## config.mk

```make
export PLATFORM = sky130hd
export DESIGN_NAME = hsst_rst_req_gen
export DESIGN_NICKNAME = d
export VERILOG_FILES = /design/src/rtl/hsst_rst_pkg.sv /design/src/rtl/hsst_rst_ack_sync.sv /design/src/rtl/hsst_rst_req_gen.sv
export SDC_FILE = /design/constraint.sdc
export NUM_CORES = 1
export LEC_CHECK = 0
export ABC_AREA = 1
export CORE_AREA = 2 2 61 63
export CTS_CLUSTER_DIAMETER = 30
export DETAILED_ROUTE_END_ITERATION = 8
export DIE_AREA = 0 0 63 65
export GPL_TIMING_DRIVEN = 1
export PLACE_DENSITY = 0.78
export SKIP_LAST_GASP = 1
export SYNTH_ARGS = -nofsm -noshare
export SYNTH_HDL_FRONTEND = slang
export SYNTH_SLANG_ARGS = --single-unit
```

## constraint.sdc

```tcl
create_clock -name clk -period 1.6 [get_ports clk]
set_input_delay 0.4 -clock clk [delete_from_list [all_inputs] [get_ports clk]]
set_output_delay 0.4 -clock clk [all_outputs]
set_load 0.03 [all_outputs]
```

## src/rtl/hsst_rst_pkg.sv

```systemverilog
// Shared definitions for the HSST/PCIe reset-request handshake.
//
// Contents:
//   rst_state_e        - 2-bit state encoding of the request generator
//   FarStretchCycles   - reset stretch applied by the far-side synchronizer/stretcher
//   AckTimeoutDefault  - default acknowledge timeout; covers the far-side stretch plus
//                        synchronizer latency with margin
//   state_drives_rstn  - whether a state releases the far-side reset (rstn_req=1)
//   state_is_busy      - whether a state belongs to an in-flight sequence
package hsst_rst_pkg;

  typedef enum logic [1:0] {
    StAssert  = 2'd0,
    StWaitAck = 2'd1,
    StDone    = 2'd2,
    StFail    = 2'd3
  } rst_state_e;

  localparam logic [15:0] FarStretchCycles  = 16'hC001;
  localparam logic [15:0] AckTimeoutDefault = 16'hFFFF;

  // rstn_req is high only while the far side is allowed out of reset.
  function automatic logic state_drives_rstn(rst_state_e s);
    return (s == StWaitAck) || (s == StDone);
  endfunction

  function automatic logic state_is_busy(rst_state_e s);
    return (s == StAssert) || (s == StWaitAck);
  endfunction

endpackage

```

## src/rtl/hsst_rst_ack_sync.sv

```systemverilog
// Two-flop synchronizer for a single asynchronous status bit.
//
// Ports:
//   clk      - destination clock
//   rstn_in  - asynchronous active-low reset; both stages clear to 0
//   d        - asynchronous input
//   q        - synchronized output, two clk cycles of latency
//
// Generic enough to reuse for any slow async status input into the clk domain.
module hsst_rst_ack_sync (
  input  logic clk,
  input  logic rstn_in,
  input  logic d,
  output logic q
);

  logic meta_q;

  always_ff @(posedge clk or negedge rstn_in) begin
    if (!rstn_in) begin
      meta_q <= 1'b0;
      q      <= 1'b0;
    end else begin
      meta_q <= d;
      q      <= meta_q;
    end
  end

endmodule

```

## src/rtl/hsst_rst_req_gen.sv

```systemverilog
// Initiator side of the HSST/PCIe reset handshake.
//
// Drives an active-low reset request to the far-side reset synchronizer/stretcher,
// holds it low for ASSERT_CYCLES, then waits for the far side's "reset released"
// acknowledge. A missing acknowledge times out after ACK_TIMEOUT cycles and the
// request is retried up to MAX_RETRY times before a sticky FAIL state is entered.
// A power-up sequence starts automatically when rstn_in is released.
//
// Ports:
//   clk           - single clock domain
//   rstn_in       - asynchronous active-low reset
//   req_sw        - software/CSR reset request, synchronous
//   req_lol       - loss-of-lock level request; holds reset asserted while high
//   ack_in        - far-side rstn_out, asynchronous; synchronized internally
//   rstn_req      - active-low reset request to the far side
//   busy          - sequence in progress (ASSERT or WAIT_ACK)
//   done          - acknowledge received (DONE)
//   fail          - retries exhausted (FAIL), sticky until req_sw
//   retry_cnt     - timeouts seen in the current sequence
//   rst_stat_cnt  - completed-sequence count
//
// Build option: IPS2L_PCIE_RST_STAT_EN enables the 8-bit saturating completed-sequence
// counter on rst_stat_cnt; when undefined rst_stat_cnt is tied to zero.
module hsst_rst_req_gen
  import hsst_rst_pkg::*;
#(
  parameter int unsigned CNT_WIDTH     = 16,
  parameter int unsigned ASSERT_CYCLES = 255,
  parameter int unsigned ACK_TIMEOUT   = AckTimeoutDefault,
  parameter int unsigned MAX_RETRY     = 3,
  parameter int unsigned RETRY_WIDTH   = 2
) (
  input  logic                   clk,
  input  logic                   rstn_in,
  input  logic                   req_sw,
  input  logic                   req_lol,
  input  logic                   ack_in,
  output logic                   rstn_req,
  output logic                   busy,
  output logic                   done,
  output logic                   fail,
  output logic [RETRY_WIDTH-1:0] retry_cnt,
  output logic [7:0]             rst_stat_cnt
);

  // Terminal counts; the counter never runs past these, so it never wraps.
  localparam logic [CNT_WIDTH-1:0]   AssertLast  = CNT_WIDTH'(ASSERT_CYCLES - 1);
  localparam logic [CNT_WIDTH-1:0]   TimeoutLast = CNT_WIDTH'(ACK_TIMEOUT - 1);
  localparam logic [RETRY_WIDTH-1:0] RetryMax    = RETRY_WIDTH'(MAX_RETRY);

  logic                   ack_s;
  logic                   any_req;
  rst_state_e             state_q, state_d;
  logic [CNT_WIDTH-1:0]   cnt_q, cnt_d;
  logic [RETRY_WIDTH-1:0] retry_q, retry_d;

  hsst_rst_ack_sync u_ack_sync (
    .clk     (clk),
    .rstn_in (rstn_in),
    .d       (ack_in),
    .q       (ack_s)
  );

  // Simultaneous software and loss-of-lock requests collapse into one request.
  assign any_req = req_sw | req_lol;

  always_comb begin
    state_d = state_q;
    cnt_d   = cnt_q;
    retry_d = retry_q;

    unique case (state_q)
      StAssert: begin
        // Either request (re)starts the assert window, so rstn_req stays low for
        // ASSERT_CYCLES after the last requesting cycle.
        if (any_req) begin
          cnt_d = '0;
        end else if (cnt_q == AssertLast) begin
          state_d = StWaitAck;
          cnt_d   = '0;
        end else begin
          cnt_d = cnt_q + CNT_WIDTH'(1);
        end
      end

      StWaitAck: begin
        // A fresh request restarts the sequence ahead of anything else; the
        // acknowledge beats a timeout landing on the same cycle.
        if (any_req) begin
          state_d = StAssert;
          cnt_d   = '0;
        end else if (ack_s) begin
          state_d = StDone;
          cnt_d   = '0;
        end else if (cnt_q == TimeoutLast) begin
          cnt_d = '0;
          if (retry_q < RetryMax) begin
            state_d = StAssert;
            retry_d = retry_q + RETRY_WIDTH'(1);
          end else begin
            state_d = StFail;
          end
        end else begin
          cnt_d = cnt_q + CNT_WIDTH'(1);
        end
      end

      StDone: begin
        // Far side dropping its acknowledge means it went back into reset; resync.
        if (any_req || !ack_s) begin
          state_d = StAssert;
          cnt_d   = '0;
          retry_d = '0;
        end
      end

      StFail: begin
        // Loss of lock cannot clear a failure; only software can.
        if (req_sw) begin
          state_d = StAssert;
          cnt_d   = '0;
          retry_d = '0;
        end
      end

      default: begin
        state_d = StFail;
        cnt_d   = '0;
      end
    endcase
  end

  // Status outputs decode state_d so they change on the same edge as state_q.
  always_ff @(posedge clk or negedge rstn_in) begin
    if (!rstn_in) begin
      state_q  <= StAssert;
      cnt_q    <= '0;
      retry_q  <= '0;
      rstn_req <= 1'b0;
      busy     <= 1'b1;
      done     <= 1'b0;
      fail     <= 1'b0;
    end else begin
      state_q  <= state_d;
      cnt_q    <= cnt_d;
      retry_q  <= retry_d;
      rstn_req <= state_drives_rstn(state_d);
      busy     <= state_is_busy(state_d);
      done     <= (state_d == StDone);
      fail     <= (state_d == StFail);
    end
  end

  assign retry_cnt = retry_q;

`ifdef IPS2L_PCIE_RST_STAT_EN
  logic [7:0] stat_q;

  // Counts successful handshakes; saturates and is cleared only by rstn_in.
  always_ff @(posedge clk or negedge rstn_in) begin
    if (!rstn_in) begin
      stat_q <= 8'h00;
    end else if ((state_q == StWaitAck) && (state_d == StDone) && (stat_q != 8'hFF)) begin
      stat_q <= stat_q + 8'd1;
    end
  end

  assign rst_stat_cnt = stat_q;
`else
  assign rst_stat_cnt = 8'h00;
`endif

endmodule

```

==> flow_summary.ini <==
[finish]
finalNetCount = 282
drive_gt1_share_pct = 35.4
final_cell_mix = nand2_1 (50), buf_4 (33), nor2_1 (30), dfrtp_1 (25), inv_1 (24)
multi_input_area_um2 = 978
fillers = 289
final_common_cell = nand2_1
post-route-cell-area_um2 = 2240
diodes = 0
syn_to_final_growth_pct = 36.7
seq_area_um2 = 652

[clock_network]
cts_sinks = 26
clk_latency_ps = 350
cts_tree = built
clock_path_buffers = 2
cts-htree-levels = 1
cts_buffers = 3
clkTransAtPathRegs_ps = 160
cts-root-buf = clkbuf_4

[worst_setup_path]
reg2reg_from = cnt_q[0]
arrival_ps = 1980
path_depth = 11
critPathMaxFanout = 4
critPathBufInv = 4
crit_chain = inv_2 > ha_4 > inv_4 > nor2_4 > nand2_4 > inv_1 > nand2_1 > nor3_2 > nor2_4 > buf_4 > ha_4
r2r-end = done
crit_end = done
critPathTopFamily = simple AND/OR/NAND/NOR gates
startpoint = cnt_q[0]
r2r_setup_slack_ps = -120
cp_slowest_cell = dfrtp_1
worstPathRequired_ps = 1860
cp-end-kind = flip-flop
rr_worst_depth = 11
worstSetupPathType = flip-flop to flip-flop
critical_path.max_stage_delay_ps = 420
worst_setup_path_start_kind = flip-flop

[sta]
fin_crit_sh_pct = 107
rsz0062_at_grt = yes
fmax_mhz = 582
slew_viol_final = 0
hold_viol = 0
setup_slack_ps = -119
skew_ps = 16.8
setup_viol_count_final = 15
min_period_ps = 1720

[logic_synthesis]
avgSynthCellArea_um2 = 7.33
synth_warnings = 0
syn_inst = 223
yosysUniqueCellTypes = 27
synth_seq_cells = 26
ys_seq_area_share_pct = 39.9
synth_top_area_share_pct = 38.3
synth_area_leaders = dfrtp_1 (38%), nand2_1 (14%), nor2_1 (7.8%)
yosysTopAreaCell = dfrtp_1
syn_area_um2 = 1640

[pwr]
comb_power_share_pct = 10.2
ir_drop_mv = 0.250
p_int_mw = 0.842
leakage_nw = 1.14
switchingPower_mw = 0.298
power_density_nw_per_um2 = 510
swShare_pct = 26.1
p_seq_share_pct = 59.0
power.share.clock_pct = 30.9

[routing]
drc = 0
detail-route-antenna-nets = 0
vias_per_cell = 4.95
drtIter0Drc = 93
wl_per_cell_um = 13.5
drtPass1Iterations = 4
vias = 1578
finalWirelength_mm = 4.31

[floorplan]
num_rows = 22
core_area_um2 = 3500
die_w_um = 63
die_y_um = 65
ios = 19
dieArea_um2 = 4100
start_util_pct = 46.8

[status]
violations = setup timing
status = finished, violations left

[grt]
grt_remaining_overflow = 0
grt_max_degree = 27
track_usage_pct = 19.1
grt_pass1_vias = 1435
grt_pass1_wl_mm = 6.12
antenna_found_initial = 0

[place]
dp_hpwl_mm = 2.55
io_buffers = 10
pre_cts_ws_ps = -303
place_congestion = 0.875
dpl_cell_area_um2 = 1980

[job]
drv_cap = 0

[min_path]
hold_path_class = flip-flop to flip-flop
## cells by family after synthesis
kind of cell | Yosys count | share of synthesized area (%)
AOI/OAI and AO/OA | 11 | 3.90
xor gates and xnor gates | 2 | 1.07
adders and majority gates | 5 | 3.83
buffers and inverters | 40 | 11.8
DFF | 26 | 39.9
other | 1 | 0.229
and+or+nand+nor | 138 | 39.3
## repair_timing
| item | in CTS | in global routing |
|---|---|---|
| cloned | 0 | 0 |
| hold endpoints to repair | 0 | 0 |
| gates resized for setup | 15 | 39 |
| setup buffers | 5 | 6 |
| endpoints found under the setup margin | 9 | 23 |
| hold buffers | 0 | 0 |
| pin swaps | 10 | 19 |
## cell usage after synthesis
cell type,n
a21oi_1,2
dfrtp_1,25
nand2_1,61
o21bai_1,2
inv_2,3
nand2_2,7
nand3_4,1
nor3_2,1
nand3_1,18
nor2_4,2
buf_4,8
dfstp_2,1
o21ai_1,3
inv_1,27
xor2_1,2
nor2_8,1
clkinv_4,1
buf_6,1
nand4_1,3
nor3_1,1
o21ai_2,1
conb_1,1
nor2_2,7
o21ai_0,3
nand3b_1,2
nor2_1,34
ha_1,5
## worst min-delay path by stage
stage                                 start           end  slack (ps)  depth (start not counted)
after floorplan                     rstn_in      cnt_q[0]         100                          0
after global placement    u_ack_sync.meta_q  u_ack_sync.q         340                          0
after detailed placement  u_ack_sync.meta_q  u_ack_sync.q         340                          0
after CTS                 u_ack_sync.meta_q  u_ack_sync.q         370                          0
after global routing                rstn_in  retry_cnt[1]         390                          2
final                     u_ack_sync.meta_q  u_ack_sync.q         370                          0
## power groups by stage
stage	combinational, mW	sequential, mW	clock [mW]
CTS	0.110	0.672	0.351
floorplan	0.0661	0.688	0
detailed placement	0.105	0.684	0
global route	0.127	0.674	0.378
finish	0.116	0.673	0.352
global placement	0.103	0.683	0
## sequential cells by signal, indices dropped and copies added, names as in the netlist
| signal | count |
|---|---|
| retry_cnt | 2 |
| rstn_req | 1 |
| state_q | 2 |
| fail | 1 |
| done | 1 |
| u_ack_sync.q | 1 |
| cnt_q | 16 |
| u_ack_sync.meta_q | 1 |
| busy | 1 |
## routing by layer
metal | GRT usage [%] | share of wire, % | wire [um]
met4 | 6.94 | 4.6 | 197
met5 | 0 | 0 | 0
met1 | 23.1 | 40 | 1740
met2 | 35.5 | 52 | 2220
met3 | 1.39 | 3.4 | 148
## through the flow
step,power (mW),util [%],instances,TNS [ps],hold slack (ps)
after floorplan,0.754,-,230,0,104
after global placement,0.787,56.6,306,-4120,338
after detailed placement,0.789,56.6,306,-4710,338
after CTS,1.13,59.5,315,-427,372
after global routing,1.18,64.0,319,-2230,385
final,1.14,64.0,319,-599,370
## final cells by class
type                            instances  area share (%)
Tap cell                               48            2.69
Multi-Input combinational cell        164            43.8
Sequential cell                        26            29.2
Inverter                               31            5.54
Clock buffer                            4            1.62
Timing Repair Buffer                   46            17.2
Note: power is estimated with default switching activity, not from simulation.
